## src/rtl/sn_to_binary_accum_if.sv

```systemverilog
// Handshake/result bundle for sn_to_binary_accum.
//   master : upstream driver (bitstream, window control, result consumer)
//   slave  : the accumulator (drives busy and the result registers)
interface sn_to_binary_accum_if;
   logic       sn_bit;
   logic       sn_valid;
   logic       start;
   logic       abort;
   logic [1:0] win_sel;
   logic       cont;
   logic       result_ack;
   logic       busy;
   logic       result_valid;
   logic [6:0] ones_count;
   logic [7:0] bipolar;
   logic [3:0] prob4;
   logic       overrun;

   modport master (
      output sn_bit, sn_valid, start, abort, win_sel, cont, result_ack,
      input  busy, result_valid, ones_count, bipolar, prob4, overrun
   );

   modport slave (
      input  sn_bit, sn_valid, start, abort, win_sel, cont, result_ack,
      output busy, result_valid, ones_count, bipolar, prob4, overrun
   );
endinterface

```

## src/rtl/sn_to_binary_accum.sv

```systemverilog
// Stochastic bitstream to binary converter.
// Counts the 1s in a window of N = 8 << win_sel valid samples and publishes
// the count, its bipolar value (2*ones - N) and a 4-bit probability.
//   clk   : clock, rising edge
//   rst_n : asynchronous reset, active HIGH despite the name
//   bus   : slave side of sn_to_binary_accum_if
//
// state | meaning
// IDLE  | waiting for start
// ACCUM | counting valid samples of the current window
module sn_to_binary_accum (
   input  logic                    clk,
   input  logic                    rst_n,
   sn_to_binary_accum_if.slave     bus
);

   typedef enum logic {IDLE, ACCUM} state_t;

   state_t     state, state_nxt;
   logic [1:0] win_q;
   logic       cont_q;
   logic [6:0] sample_cnt;
   logic [6:0] ones_cnt;
   logic       arm, clr, inc, load;

   logic [6:0] ones_q;
   logic [7:0] bipolar_q;
   logic [3:0] prob4_q;
   logic       result_valid_q;
   logic       overrun_q;

   logic [6:0] n_len;
   logic       last_sample;
   logic [6:0] ones_new;
   logic [7:0] bipolar_new;
   logic [7:0] scaled;
   logic [3:0] prob4_new;

   assign n_len       = 7'd8 << win_q;
   assign last_sample = (sample_cnt == n_len - 7'd1);
   // Result includes the sample accepted on the loading edge.
   assign ones_new    = ones_cnt + {6'd0, bus.sn_bit};
   assign bipolar_new = {ones_new, 1'b0} - {1'b0, n_len};

   // ones*16/N reduces to a shift; the full window gives 16, hence saturation.
   always_comb begin
      scaled = 8'd0;
      case (win_q)
         2'd0:    scaled = {ones_new, 1'b0};
         2'd1:    scaled = {1'b0, ones_new};
         2'd2:    scaled = {2'b00, ones_new[6:1]};
         default: scaled = {3'b000, ones_new[6:2]};
      endcase
      prob4_new = (scaled > 8'd15) ? 4'd15 : scaled[3:0];
   end

   always_ff @(posedge clk or posedge rst_n) begin
      if (rst_n) state <= IDLE;
      else       state <= state_nxt;
   end

   always_comb begin
      state_nxt = state;
      arm       = 1'b0;
      clr       = 1'b0;
      inc       = 1'b0;
      load      = 1'b0;
      case (state)
         IDLE: begin
            if (bus.start && !bus.abort) begin
               state_nxt = ACCUM;
               arm       = 1'b1;
            end
         end
         ACCUM: begin
            // abort beats a coincident final sample
            if (bus.abort) begin
               state_nxt = IDLE;
               clr       = 1'b1;
            end else if (bus.sn_valid) begin
               if (last_sample) begin
                  load = 1'b1;
                  clr  = 1'b1;
                  if (!cont_q) state_nxt = IDLE;
               end else begin
                  inc = 1'b1;
               end
            end
         end
         default: state_nxt = IDLE;
      endcase
   end

   always_ff @(posedge clk or posedge rst_n) begin
      if (rst_n) begin
         win_q      <= 2'd0;
         cont_q     <= 1'b0;
         sample_cnt <= 7'd0;
         ones_cnt   <= 7'd0;
      end else begin
         if (arm) begin
            win_q  <= bus.win_sel;
            cont_q <= bus.cont;
         end
         if (arm || clr) begin
            sample_cnt <= 7'd0;
            ones_cnt   <= 7'd0;
         end else if (inc) begin
            sample_cnt <= sample_cnt + 7'd1;
            ones_cnt   <= ones_new;
         end
      end
   end

   always_ff @(posedge clk or posedge rst_n) begin
      if (rst_n) begin
         ones_q         <= 7'd0;
         bipolar_q      <= 8'd0;
         prob4_q        <= 4'd0;
         result_valid_q <= 1'b0;
         overrun_q      <= 1'b0;
      end else if (load) begin
         ones_q         <= ones_new;
         bipolar_q      <= bipolar_new;
         prob4_q        <= prob4_new;
         result_valid_q <= 1'b1;
         // a coincident ack consumes the old result, so nothing is lost
         if (result_valid_q && !bus.result_ack) overrun_q <= 1'b1;
         else if (bus.result_ack)               overrun_q <= 1'b0;
      end else if (bus.result_ack && result_valid_q) begin
         result_valid_q <= 1'b0;
         overrun_q      <= 1'b0;
      end
   end

   assign bus.busy         = (state == ACCUM);
   assign bus.result_valid = result_valid_q;
   assign bus.ones_count   = ones_q;
   assign bus.bipolar      = bipolar_q;
   assign bus.prob4        = prob4_q;
   assign bus.overrun      = overrun_q;

endmodule

```

## src/flat_wrapper.sv

```systemverilog
// flat-port wrapper written by rule: the top's interface ports become plain ports
module sn_to_binary_accum_flat 
  (clk, rst_n, bus_sn_bit, bus_sn_valid, bus_start, bus_abort, bus_win_sel, bus_cont, bus_result_ack, bus_busy, bus_result_valid, bus_ones_count, bus_bipolar, bus_prob4, bus_overrun);
  sn_to_binary_accum_if bus_i ();
  input  logic clk;
  input  logic rst_n;
  input wire logic [$bits(bus_i.sn_bit)-1:0] bus_sn_bit;
  input wire logic [$bits(bus_i.sn_valid)-1:0] bus_sn_valid;
  input wire logic [$bits(bus_i.start)-1:0] bus_start;
  input wire logic [$bits(bus_i.abort)-1:0] bus_abort;
  input wire logic [$bits(bus_i.win_sel)-1:0] bus_win_sel;
  input wire logic [$bits(bus_i.cont)-1:0] bus_cont;
  input wire logic [$bits(bus_i.result_ack)-1:0] bus_result_ack;
  output wire logic [$bits(bus_i.busy)-1:0] bus_busy;
  output wire logic [$bits(bus_i.result_valid)-1:0] bus_result_valid;
  output wire logic [$bits(bus_i.ones_count)-1:0] bus_ones_count;
  output wire logic [$bits(bus_i.bipolar)-1:0] bus_bipolar;
  output wire logic [$bits(bus_i.prob4)-1:0] bus_prob4;
  output wire logic [$bits(bus_i.overrun)-1:0] bus_overrun;
  assign bus_i.sn_bit = bus_sn_bit;
  assign bus_i.sn_valid = bus_sn_valid;
  assign bus_i.start = bus_start;
  assign bus_i.abort = bus_abort;
  assign bus_i.win_sel = bus_win_sel;
  assign bus_i.cont = bus_cont;
  assign bus_i.result_ack = bus_result_ack;
  assign bus_busy = bus_i.busy;
  assign bus_result_valid = bus_i.result_valid;
  assign bus_ones_count = bus_i.ones_count;
  assign bus_bipolar = bus_i.bipolar;
  assign bus_prob4 = bus_i.prob4;
  assign bus_overrun = bus_i.overrun;
  sn_to_binary_accum u_core (.clk(clk), .rst_n(rst_n), .bus(bus_i));
endmodule
```

## config.mk

```make
export PLATFORM = sky130hd
export DESIGN_NAME = sn_to_binary_accum_flat
export DESIGN_NICKNAME = d
export VERILOG_FILES = /design/src/rtl/sn_to_binary_accum_if.sv /design/src/rtl/sn_to_binary_accum.sv /design/src/flat_wrapper.sv
export SDC_FILE = /design/constraint.sdc
export NUM_CORES = 1
export LEC_CHECK = 0
export ABC_CLOCK_PERIOD_IN_PS = 6100
export CELL_PAD_IN_SITES_DETAIL_PLACEMENT = 0
export CELL_PAD_IN_SITES_GLOBAL_PLACEMENT = 1
export CORE_UTILIZATION = 44
export DETAILED_ROUTE_END_ITERATION = 7
export PLACE_DENSITY = 0.91
export SLEW_MARGIN = 20
export SYNTH_ARGS = -nofsm -noshare
export SYNTH_HDL_FRONTEND = slang
export SYNTH_SLANG_ARGS = --single-unit
```

## constraint.sdc

```tcl
create_clock -name clk -period 6.1 [get_ports clk]
set_input_delay 0.915 -clock clk [delete_from_list [all_inputs] [get_ports clk]]
set_output_delay 0.915 -clock clk [all_outputs]
set_load 0.1 [all_outputs]
```

==> results.md <==
- Total power: 0.492 mW
- Worst Tran Pin Value: 0.963 ns
- Worst path required time: 6.26 ns
- Root buf cell: clkbuf_8
- Seq. cell area: 901 um^2
- Post-Route WL: 3780 um
- GRT Overall Usage: 17.6%
- Clk buf depth: 2
- Crit. End Element: flip-flop
- #FFs+latches synth: 36
- Critical path class: in2reg
- Worst R2R End: u_core.ones_cnt[2]
- Largest net degree at the start of global routing: 37
- Post-route ant nets: 0
- Congestion Overflow GR: 0
- RSZ-0062 raised after global routing: false
- Vias: 1,552
- # clock sinks: 36
- R2R cell count: 6
- CP dominant cell by count: ha_1
- Die W: 70.3 um
- CTS buffer count: 5
- Starting Density: 46.5%
- Period Utilization, post-route: 52.1%
- First-pass GRT wire length: 6870 um
- Placed Cells: 292
- Final GP Congestion: 0.787
- CTS clk-pin slew, worst paths: 0.06 ns
- Setup Viol. Count Final: 0
- P&R area growth vs syn: 19.2%
- Reg power frac: 51.9%
- Rows: 24
- Status: finished clean
- Port bufs: 30
- Post-CTS repair timing setup buffer count: 0
- Resize count post-CTS: 0
- DP HPWL: 2700 um
- # fillers: 407
- Syn Area/Cell: 9.33 um^2
- Crit start category: input port
- H-tree depth: 2
- Fin. Hold Viols: 0
- Internal power: 0.354 mW
- Syn Inst Count: 220
- Combinational power share: 15.8%
- Worst Path Max Fanout: 5
- Post-synthesis cell type count: 38
- Sw Pwr: 0.138 mW
- Slew Limit Fails: 0
- Max-Cap Viols: 0
- Initial antenna violation count: 0
- I/O pins: 32
- Crit path to: u_core.bus.bipolar[7]
- Clock skew: 0.00812 ns
- Final Net Count: 267
- Core Area: 4410 um^2
- Core Util, Final: 55.4%
- Synth Flop Type: dfrtp_1
- Finished Layout Cells: 299
- Slowest stage cell, crit path: clkdlybuf4s50_1
- CP arrival: 3.34 ns
- Drt first pass iters: 4
- RR Startpoint: u_core.win_q[1]
- # diodes: 0
- Static Leak: 1.07 nW
- Wire per inst: 12.6 um
- Die Ht: 70.3 um
- Cell Pwr Density: 201 nW/um^2
- Vias in the first global route: 1,457
- Sequential area share after synthesis: 43.9%
- Placed cell areas: 2370 um^2
- CTS tree: done
- Number of DRC markers in iteration 0: 70
- Fraction of final layout cells sized beyond drive strength 1: 6.48%
- Largest stage delay, worst path: 0.43 ns
- Mapped cell area: 2050 um^2
- Critical Path Start: bus_sn_bit
- Flop-to-flop setup slack: 3.24 ns
- Fin Setup TNS: 0 ns
- Sw frac: 28.0%
- CP Cell Sequence: clkdlybuf4s50_1, ha_1, ha_1, xnor2_1, inv_1, ha_1, nor2_1, o22ai_1, o31ai_1, xor2_1, o21ai_1
- VDD IR-drop max: 0.124 mV
- Post-CTS Hold Buffers: 0
- Clk pwr share: 32.3%
- Number of vias per cell: 5.19
- Final min period: 3.18 ns
- Fmax: 0.314 GHz
- Die ar.: 4940 um^2
- Synth Warn #: 0
- Post-synth ARST share: 100%
- Max-slew headroom: 35.6%
- Hold Path Class: reg2reg
- Clk_lat worst skew: 0.29 ns
- Final Cell Area: 2450 um^2
- DRC: 0
- Syn nets: 240
- EDFF count, synth: 0
- Multi-input gate area: 1050 um^2
[power groups by stage]
stage	Clock (mW)	Combinational, mW	Sequential [mW]
final	0.159	0.0778	0.255
after global routing	0.175	0.0884	0.257
after CTS	0.164	0.0787	0.255
after detailed placement	0	0.0780	0.260
after global placement	0	0.0773	0.260
after floorplan	0	0.0641	0.256
[routing by layer]
layer | track usage [%] | up-vias | share of wire [%]
met5 | 0 | - | 0
met1 | 24.7 | 714 | 51
met2 | 25.8 | 32 | 43
met3 | 3.61 | 7 | 3.6
met4 | 8.22 | 0 | 2.0
li1 | - | 799 | -
[placed cells by master, fill, tap and decap left out, types with 2 or more instances in the layout]
master and count:
mux2i_1 5, o21ai_1 15, buf_4 2, a211oi_1 3, clkbuf_8 5, ha_1 10
nor2_1 23, o21ai_0 3, nand3_1 7, nor2b_1 2, nor3_1 10, a31oi_1 2
nor3b_1 3, nand2b_1 3, a21oi_1 8, xnor2_1 17, xor2_1 4, or2_1 2
nor4_2 3, clkdlybuf4s50_1 30, mux2_1 2, inv_1 10, mux2_2 2, dfrtp_1 36
nand2_1 25
[layout make-up]
| class | count | share of cell area (%) |
|---|---|---|
| Multi-Input combinational cell | 161 | 42.8 |
| Sequential cell | 36 | 36.8 |
| Timing Repair Buffer | 32 | 12.9 |
| Clock buffer | 6 | 2.97 |
| Tap cell | 52 | 2.66 |
| Inverter | 11 | 1.69 |
| Clock inverter | 1 | 0.204 |
[flip-flops by register name, indices dropped and copies added (netlist names)]
| register | count |
|---|---|
| u_core.bus.bipolar | 7 |
| u_core.bus.busy | 1 |
| u_core.bus.ones_count | 5 |
| u_core.bus.overrun | 1 |
| u_core.bus.prob4 | 4 |
| u_core.bus.result_valid | 1 |
| u_core.cont_q | 1 |
| u_core.ones_cnt | 7 |
| u_core.sample_cnt | 7 |
| u_core.win_q | 2 |
[how the worst min path moves through the flow]
stage / start / to / slack [ns] / cells past startpoint
after floorplan: u_core.cont_q / u_core.cont_q / 0.48 / 1
after global placement: u_core.bus.prob4[3] / u_core.bus.prob4[3] / 0.47 / 2
after detailed placement: u_core.bus.prob4[0] / u_core.bus.prob4[0] / 0.48 / 2
after CTS: u_core.bus.ones_count[5] / u_core.bus.ones_count[5] / 0.49 / 2
after global routing: u_core.bus.ones_count[6] / u_core.bus.ones_count[6] / 0.51 / 2
final: u_core.bus.bipolar[5] / u_core.bus.bipolar[5] / 0.48 / 2
[cell usage after synthesis, types with 4 or more instances]
| cell | count | area share [%] |
|---|---|---|
| a21oi_1 | 8 | 2.0 |
| buf_2 | 6 | 1.5 |
| dfrtp_1 | 36 | 44 |
| ha_1 | 10 | 6.1 |
| inv_1 | 10 | 1.8 |
| mux2i_1 | 5 | 2.4 |
| nand2_1 | 25 | 4.6 |
| nand3_1 | 7 | 1.7 |
| nor2_1 | 23 | 4.2 |
| nor3_1 | 10 | 2.4 |
| o21ai_1 | 15 | 3.7 |
| xnor2_1 | 17 | 7.3 |
| xor2_1 | 4 | 1.7 |
[cells by family (layout without fill, tap and decap cells)]
| family | Yosys count | in the layout | share of synthesized area, % |
|---|---|---|---|
| AND/OR/NAND/NOR | 79 | 79 | 18.3 |
| buffers and inverters | 23 | 50 | 5.12 |
| flip-flops | 36 | 36 | 43.9 |
| other | 1 | 1 | 0.183 |
| multiplexers | 9 | 9 | 4.63 |
| AO/OA/AOI/OAI | 41 | 41 | 12.9 |
| adder cells (fa/ha/maj) | 10 | 10 | 6.09 |
| XOR/XNOR | 21 | 21 | 8.96 |
[critical path: cells and delay by family]
kind            cells  cell delay, ns
compound gates      3            0.49
simple gates        1            0.16
xor+xnor            2            0.45
fa+ha+maj           3            0.77
buf+inv             2            0.56
[stage by stage]
stage / worst slack [ns] / hold WS (ns)
finish: 2.92 / 0.480
global route: 2.75 / 0.506
CTS: 2.91 / 0.490
detailed placement: 2.61 / 0.475
global placement: 2.69 / 0.467
floorplan: 3.30 / 0.481
(Power assumes the default switching activity.)
